--- src/rtl/nbit_pipe_sub.sv ---
// nbit_pipe_sub
//   Pipelined subtractor D = A - B - Bi, one 4-bit slice per stage.
//   Each stage adds A + ~B + carry over one nibble using a 4-bit lookahead.
//   The carry chain carries ~borrow. Latency is Q = DATA_WIDTH/4 cycles.
//   Flow control is a global stall: every stage advances together when the
//   output slot is empty or is being consumed.
//
// Ports
//   clk        rising-edge clock
//   reset_n    synchronous active-low reset
//   in_valid   operand beat present
//   in_ready   block accepts a beat this cycle
//   A, B, Bi   minuend, subtrahend, borrow in
//   out_valid  result beat present
//   out_ready  consumer accepts the result
//   D          difference modulo 2^DATA_WIDTH
//   Bo         borrow out (unsigned underflow)
//   V          signed overflow
//   Z          D == 0
module nbit_pipe_sub #(
    parameter int DATA_WIDTH = 32
) (
    input  logic                  clk,
    input  logic                  reset_n,
    input  logic                  in_valid,
    output logic                  in_ready,
    input  logic [DATA_WIDTH-1:0] A,
    input  logic [DATA_WIDTH-1:0] B,
    input  logic                  Bi,
    output logic                  out_valid,
    input  logic                  out_ready,
    output logic [DATA_WIDTH-1:0] D,
    output logic                  Bo,
    output logic                  V,
    output logic                  Z
);

    localparam int Q  = DATA_WIDTH / 4;
    // Stages 1..Q-1 live in these arrays; stage Q is the output register set.
    // Padded to one entry so the declarations stay legal when Q == 1.
    localparam int NI = (Q > 1) ? Q - 1 : 1;

    generate
        if ((DATA_WIDTH < 4) || ((DATA_WIDTH % 4) != 0)) begin : g_bad_width
            $error("nbit_pipe_sub: DATA_WIDTH must be a multiple of 4 and at least 4");
        end
    endgenerate

    // One nibble of a + ~b + cin with full 4-bit carry lookahead.
    // Returns {carry_out, sum[3:0]}.
    function automatic logic [4:0] nib_sub(input logic [3:0] a,
                                           input logic [3:0] b,
                                           input logic       cin);
        logic [3:0] g;
        logic [3:0] p;
        logic [4:0] c;
        g    = a & ~b;
        p    = a ^ ~b;
        c[0] = cin;
        c[1] = g[0] | (p[0] & cin);
        c[2] = g[1] | (p[1] & g[0]) | (p[1] & p[0] & cin);
        c[3] = g[2] | (p[2] & g[1]) | (p[2] & p[1] & g[0])
             | (p[2] & p[1] & p[0] & cin);
        c[4] = g[3] | (p[3] & g[2]) | (p[3] & p[2] & g[1])
             | (p[3] & p[2] & p[1] & g[0]) | (p[3] & p[2] & p[1] & p[0] & cin);
        return {c[4], p ^ c[3:0]};
    endfunction

    // Internal stage registers
    logic                  sv_q [NI];
    logic                  sc_q [NI];
    logic [DATA_WIDTH-1:0] sa_q [NI];
    logic [DATA_WIDTH-1:0] sb_q [NI];
    logic [DATA_WIDTH-1:0] sd_q [NI];

    // Per-stage inputs and the nibble each stage produces
    logic                  src_v [Q];
    logic                  src_c [Q];
    logic [DATA_WIDTH-1:0] src_a [Q];
    logic [DATA_WIDTH-1:0] src_b [Q];
    logic [DATA_WIDTH-1:0] src_d [Q];
    logic [4:0]            res   [Q];
    logic [DATA_WIDTH-1:0] new_d [Q];

    logic adv;

    assign adv      = ~out_valid | out_ready;
    assign in_ready = adv & reset_n;

    always_comb begin
        for (int unsigned k = 0; k < Q; k++) begin
            if (k == 0) begin
                src_v[k] = in_valid;
                src_c[k] = ~Bi;
                src_a[k] = A;
                src_b[k] = B;
                src_d[k] = '0;
            end else begin
                src_v[k] = sv_q[k-1];
                src_c[k] = sc_q[k-1];
                src_a[k] = sa_q[k-1];
                src_b[k] = sb_q[k-1];
                src_d[k] = sd_q[k-1];
            end
            res[k]            = nib_sub(src_a[k][4*k +: 4], src_b[k][4*k +: 4], src_c[k]);
            new_d[k]          = src_d[k];
            new_d[k][4*k +: 4] = res[k][3:0];
        end
    end

    always_ff @(posedge clk) begin
        if (!reset_n) begin
            for (int unsigned k = 0; k < NI; k++) begin
                sv_q[k] <= 1'b0;
            end
        end else if (adv) begin
            for (int unsigned k = 0; k + 1 < Q; k++) begin
                sv_q[k] <= src_v[k];
                sc_q[k] <= res[k][4];
                sa_q[k] <= src_a[k];
                sb_q[k] <= src_b[k];
                sd_q[k] <= new_d[k];
            end
        end
    end

    // Output results only load on a valid beat so the reset values remain
    // visible until the first real result arrives.
    always_ff @(posedge clk) begin
        if (!reset_n) begin
            out_valid <= 1'b0;
            D         <= '0;
            Bo        <= 1'b0;
            V         <= 1'b0;
            Z         <= 1'b0;
        end else if (adv) begin
            out_valid <= src_v[Q-1];
            if (src_v[Q-1]) begin
                D  <= new_d[Q-1];
                Bo <= ~res[Q-1][4];
                V  <= (src_a[Q-1][DATA_WIDTH-1] ^ src_b[Q-1][DATA_WIDTH-1])
                    & (src_a[Q-1][DATA_WIDTH-1] ^ new_d[Q-1][DATA_WIDTH-1]);
                Z  <= (new_d[Q-1] == '0);
            end
        end
    end

endmodule
--- config.mk ---
export PLATFORM = sky130hd
export DESIGN_NAME = nbit_pipe_sub
export DESIGN_NICKNAME = d
export VERILOG_FILES = /design/src/rtl/nbit_pipe_sub.sv
export SDC_FILE = /design/constraint.sdc
export NUM_CORES = 1
export LEC_CHECK = 0
export CAP_MARGIN = 20
export CORE_MARGIN = 8
export CORE_UTILIZATION = 52
export CTS_CLUSTER_SIZE = 14
export DETAILED_ROUTE_END_ITERATION = 8
export HOLD_SLACK_MARGIN = 0.02
export PLACE_DENSITY = 0.81
export SYNTH_ARGS = -nofsm -noshare
export SYNTH_HDL_FRONTEND = slang
export SYNTH_SLANG_ARGS = --single-unit
--- constraint.sdc ---
create_clock -name clk -period 14.56 [get_ports clk]
set_clock_uncertainty 0.2 [all_clocks]
set_input_delay 2.184 -clock clk [delete_from_list [all_inputs] [get_ports clk]]
set_output_delay 2.184 -clock clk [all_outputs]
set_load 0.01 [all_outputs]
==> summary.md, run 1 <==
| Metric | Value |
|---|---|
| Port bufs | `105` |
| Pleak | `5.63 nW` |
| Vias | `5607` |
| Net count after synthesis | `789` |
| Synthesis Warnings | `0` |
| Hold Path Class | `register to register` |
| DRT iter0 DRCs | `398` |
| Post-CTS setup buffer count | `0` |
| Mapped Avg Cell Area | `19.2 um2` |
| Worst EP arrival | `4120 ps` |
| Fillers | `1737` |
| Total I/O pin count | `106` |
| Status | `finished, final reports clean` |
| DR WL/cell | `14.8 um` |
| Cell variety after synth | `35` |
| Crit path top cell by count | `clkdlybuf4s50_1` |
| Seq. cell area | `11200 um2` |
| Fmax | `154 MHz` |
| Crit Path Max Fanout | `44` |
| Clk_lat worst skew | `510 ps` |
| # diodes | `0` |
| Die W | `175 um` |
| Die area | `30500 um2` |
| Finished Layout Cells | `1177` |
| Die Ht | `175 um` |
| Placed cells | `1107` |
| # hold bufs at CTS | `0` |
| R2R cell count | `6` |
| P&R area growth vs syn | `21.4%` |
| Power Density | `151 nW/um2` |
| Clock-pin slew on the worst setup and hold paths | `60 ps` |
| CTS tree | `done` |
| Worst-Margin Slew | `932 ps` |
| EDFF count, synth | `345` |
| Max Cap Viol | `0` |
| Initial antenna violation count | `0` |
| CP required | `12180 ps` |
| Post-Syn Instances | `680` |
| CP Buf/Inv Count | `2` |
| Post-route setup TNS | `0 ps` |
| Hold_ws | `208 ps` |
| CORE AREA | `25000 um2` |
| Post-synthesis cell area | `13100 um2` |
| Final setup viols | `0` |
| Setup crit start kind | `primary input` |
| Starting density of the core | `0.524` |
| Nature of the critical path endpoint | `output port` |
| Max transition margin | `0.379` |
| Slowest cell on crit path | `clkdlybuf4s50_1` |
| Worst reg2reg endpoint | `sa_q[3][18]` |
| Worst setup path start | `reset_n` |
| Row count | `58` |
| Reg2Reg Setup Slack | `10420 ps` |
| Drt drc | `0` |
| Max clock buf depth | `3` |
| Post-CTS sizing | `0` |
| Yosys reg bits | `386` |
| Htree depth | `2` |
| CTS Buf Count | `38` |
| Fraction of layout cells with a size suffix above 1 | `0.0803` |
| Final wirelength | `17400 um` |
| Total gr overflow | `0` |
| Pin count of the biggest net entering global routing | `99` |
| Gp weighted congestion | `0.711` |
| Drt first pass iters | `4` |
| Post-synth top flop | `edfxtp_1` |
| TritonCTS Sinks | `386` |
| Crit path to | `in_ready` |
| First-pass GRT wire length | `27800 um` |
| Fin. Hold Viols | `0` |
| RSZ-0062 raised after global routing | `false` |
| Routed Antenna Nets | `0` |
| Top delay family on crit path | `buffers and inverters` |
| Worst stage delay on the critical path | `670 ps` |
| CP Depth | `3` |
| Crit-path cells | `clkdlybuf4s50_1, and2_4, clkdlybuf4s50_1` |
| Minimum clock period after layout | `6510 ps` |
| Number of global-route vias before repair | `5734` |
| Setup CP Type | `primary input to output port` |
| Multi-input logic area | `1690 um2` |
| Final total power | `2.40 mW` |
| Layout Nets | `928` |
| Dpl hpwl | `10900 um` |
| Sequential area share after synthesis | `0.855` |
| Slew Limit Fails | `0` |
| Max IR drop VDD | `0.102 mV` |
| Worst R2R Start | `out_valid` |
| Period utilization | `0.447` |
| Tot GR Track Use | `0.112` |
| Vias per cell | `4.76` |
| Root Driver | `clkbuf_16` |
| Async set or reset register ratio after synthesis | `0` |
worst min-delay path by stage:
| stage | startpoint | endpoint | slack [ps] | depth (start not counted) |
|---|---|---|---|---|
| after floorplan | sa_q[0][10] | sa_q[1][10] | 200 | 0 |
| after global placement | sd_q[5][15] | sd_q[6][15] | 200 | 0 |
| after detailed placement | sa_q[1][22] | sa_q[2][22] | 200 | 0 |
| after CTS | sa_q[1][14] | sa_q[2][14] | 210 | 0 |
| after global routing | sa_q[1][14] | sa_q[2][14] | 210 | 0 |
| final | sa_q[1][14] | sa_q[2][14] | 210 | 0 |
layout make-up:
| cell class | instances | area share |
|---|---|---|
| Clock buffer | 48 | 0.0675 |
| Clock inverter | 20 | 0.0142 |
| Inverter | 37 | 0.00875 |
| Timing Repair Buffer | 112 | 0.0733 |
| Multi-Input combinational cell | 244 | 0.106 |
| Tap cell | 330 | 0.0260 |
| Sequential cell | 386 | 0.704 |
synth_stat cells, types with 2 or more instances:
library cell  count  area share
xor2_1            8      0.0054
a21oi_1          36       0.014
o21ai_0          10      0.0038
inv_1            36       0.010
nand2_1          66       0.019
nor2_1           18      0.0052
nor2b_1           7      0.0033
nand3_1           2     0.00077
nand2b_1          9      0.0043
buf_4             3      0.0017
xnor2_1          16       0.011
clkbuf_1          6      0.0017
edfxtp_1        345        0.79
ha_1             32       0.031
nand4_1           2     0.00096
nor4_1            6      0.0029
and2_2            2      0.0011
dfxtp_1          41       0.063
buf_2             3      0.0011
a21o_1            6      0.0034
fa_1              8       0.012
a22o_1            5      0.0033
state kept, by name, summed over array words and instances, names as in the netlist:
signal     flops
Bo             1
D             32
V              1
Z              1
out_valid      1
sa_q         112
sb_q         112
sc_q           7
sd_q         112
sv_q           7
kinds of logic (layout without fill, tap and decap cells):
group / count (synthesis) / after routing / synth area share
AOI/OAI and AO/OA: 64 / 64 / 0.0285
DFF: 386 / 386 / 0.855
and+or+nand+nor: 116 / 116 / 0.0413
adders and majority gates: 40 / 40 / 0.0429
buffers and inverters: 50 / 217 / 0.0161
xor gates and xnor gates: 24 / 24 / 0.0161
where the power goes:
group	switching, mW	internal, mW
Combinational	0.0478	0.0437
Sequential	0.0245	1.30
Clock	0.379	0.610
Total	0.451	1.95
through the flow:
step / instance area [um2] / util / setup WS, ps
after floorplan: 13100 / - / 235
after global placement: 14500 / 0.581 / 7910
after detailed placement: 14500 / 0.582 / 7760
after CTS: 15800 / 0.634 / 8010
after global routing: 15900 / 0.636 / 7960
final: 15900 / 0.636 / 8050
per-layer routing:
| layer | vias to the layer above | track usage | wire [um] |
|---|---|---|---|
| met5 | - | 0 | 0 |
| met4 | 0 | 0.0424 | 442 |
| met3 | 38 | 0.0319 | 947 |
| met2 | 140 | 0.179 | 8240 |
| met1 | 2641 | 0.144 | 7760 |
| li1 | 2788 | - | - |
cells in the final DEF, fill, tap and decap left out, drive strengths merged, types with 2 or more instances in the layout:
| cell type | count |
|---|---|
| a21o | 6 |
| nand2b | 9 |
| clkdlybuf4s50 | 105 |
| clkbuf | 48 |
| a21oi | 36 |
| dfxtp | 41 |
| bufinv | 5 |
| buf | 7 |
| xnor2 | 16 |
| clkinv | 14 |
| xor2 | 8 |
| nand4 | 2 |
| nor2b | 7 |
| a22o | 5 |
| edfxtp | 345 |
| ha | 32 |
| inv | 37 |
| nor4 | 7 |
| nand3 | 2 |
| fa | 8 |
| o21ai | 11 |
| nand2 | 66 |
| and2 | 3 |
| nor2 | 18 |
No activity file was read; power rests on OpenSTA's default activity.
==> run 2: changes to the inputs <==
==> constraint.sdc (replaced) <==
create_clock -name clk -period 5.6 [get_ports clk]
set_clock_uncertainty 0.2 [all_clocks]
set_input_delay 0.84 -clock clk [delete_from_list [all_inputs] [get_ports clk]]
set_output_delay 0.84 -clock clk [all_outputs]
set_load 0.01 [all_outputs]
==> summary.md, run 2 (same netlist as run 1, synthesis figures left out) <==
| Metric | Value |
|---|---|
| CORE AREA | `25000 um2` |
| Total I/O pin count | `106` |
| Fraction of layout cells with a size suffix above 1 | `0.0748` |
| Routed Antenna Nets | `0` |
| # diodes | `0` |
| Post-layout util | `0.629` |
| Period utilization | `0.670` |
| Post-CTS setup buffer count | `0` |
| Final setup viols | `0` |
| Layout Nets | `924` |
| Port bufs | `105` |
| Post-route setup TNS | `0 ps` |
| Vias | `5557` |
| Crit-path cells | `clkdlybuf4s50_1, and2_4, clkdlybuf4s50_1` |
| Final Cell Area | `15700 um2` |
| Commonest non-fill, non-tap cells in the layout | `edfxtp_1, clkdlybuf4s50_1, nand2_1` |
| Die area | `30500 um2` |
| P&R area growth vs syn | `20.0%` |
| CP Buf/Inv Count | `2` |
| Clk_lat worst skew | `510 ps` |
| Setup crit start kind | `primary input` |
| Drt drc | `0` |
| Total gr overflow | `0` |
| CP required | `4560 ps` |
| DRT iter0 DRCs | `340` |
| Minimum clock period after layout | `3750 ps` |
| Number of global-route vias before repair | `5550` |
| Pleak | `5.54 nW` |
| Final wirelength | `16700 um` |
| Htree depth | `2` |
| CTS tree | `done` |
| Status | `finished, final reports clean` |
| Tot GR Track Use | `0.110` |
| Vias per cell | `4.74` |
| Hold_ws | `215 ps` |
| Max transition margin | `0.302` |
| RSZ-0062 raised after global routing | `false` |
| Post-CTS sizing | `0` |
| Root Driver | `clkbuf_16` |
| Starting density of the core | `0.524` |
| Crit path top cell by count | `clkdlybuf4s50_1` |
| Max clock buf depth | `3` |
| Clock-pin slew on the worst setup and hold paths | `60 ps` |
| Placed Instance Area | `14500 um2` |
| Gp weighted congestion | `0.673` |
| Drt first pass iters | `4` |
| Die Ht | `175 um` |
| Worst stage delay on the critical path | `650 ps` |
| First-pass GRT wire length | `27100 um` |
| Multi-input logic area | `1690 um2` |
| Max IR drop VDD | `0.288 mV` |
| Worst EP arrival | `2710 ps` |
| Fin. Hold Viols | `0` |
| Row count | `58` |
| Dpl hpwl | `10400 um` |
| Commonest non-fill, non-tap cell in the layout | `edfxtp_1` |
| # hold bufs at CTS | `0` |
| TritonCTS Sinks | `386` |
| Hold Path Class | `register to register` |
| Setup CP Type | `primary input to output port` |
| Largest registers | `sa_q: 112 flops, sb_q: 112 flops, sd_q: 112 flops` |
| DR WL/cell | `14.3 um` |
| Initial antenna violation count | `0` |
| Nature of the critical path endpoint | `output port` |
| Slew Limit Fails | `0` |
| Power Density | `384 nW/um2` |
| Crit Path Max Fanout | `34` |
| Worst-Margin Slew | `1050 ps` |
| Top delay family on crit path | `buffers and inverters` |
| Slowest cell on crit path | `clkdlybuf4s50_1` |
| Seq. cell area | `11200 um2` |
| CTS Buf Count | `37` |
| Die W | `175 um` |
| Fmax | `267 MHz` |
| Final total power | `6.03 mW` |
| Fillers | `1756` |
| Max Cap Viol | `0` |
| Pin count of the biggest net entering global routing | `179` |
## run 2: cell types whose count changed in the layout (fill, tap and decap cells not counted), sizes merged
cell	previous run	this run
clkbuf	48	49
bufinv	5	3
clkinvlp	1	2
inv	37	38
buf	7	4
clkinv	14	11
## run 2: through the flow
step,std cells,worst slack (ps)
after floorplan,680,949
final,1172,1850
after CTS,1172,1840
after global routing,1172,1790
after global placement,1105,1900
after detailed placement,1106,1840
## run 2: path summary, 6_finish.rpt
path                                  from     endpoint  slack [ps]  depth (start not counted)
worst max-delay path               reset_n     in_ready        1850                          3
worst min-delay path            sd_q[5][8]   sd_q[6][8]         220                          0
worst max register to register   out_valid  sb_q[0][11]        3150                          3
worst min register to register  sd_q[5][8]   sd_q[6][8]         220                          0
## run 2: area by class of cell
cell class	count	area share
clock buffers	49	0.0632
clock inverters	17	0.0108
inverters	37	0.00885
multi-input cells	244	0.107
flip-flops and latches	386	0.713
well taps	330	0.0263
repair buffers	109	0.0710
## run 2: where the power goes
group          internal [mW]  switching [mW]
registers               3.38          0.0600
clock network           1.39           0.962
logic                  0.113           0.126
## run 2: layer usage
metal | vias up | global-route usage | part of all wire
met5 | - | 0 | 0
met1 | 2593 | 0.140 | 0.44
met2 | 146 | 0.175 | 0.47
li1 | 2781 | - | -
met4 | 0 | 0.0456 | 0.024
met3 | 37 | 0.0319 | 0.063
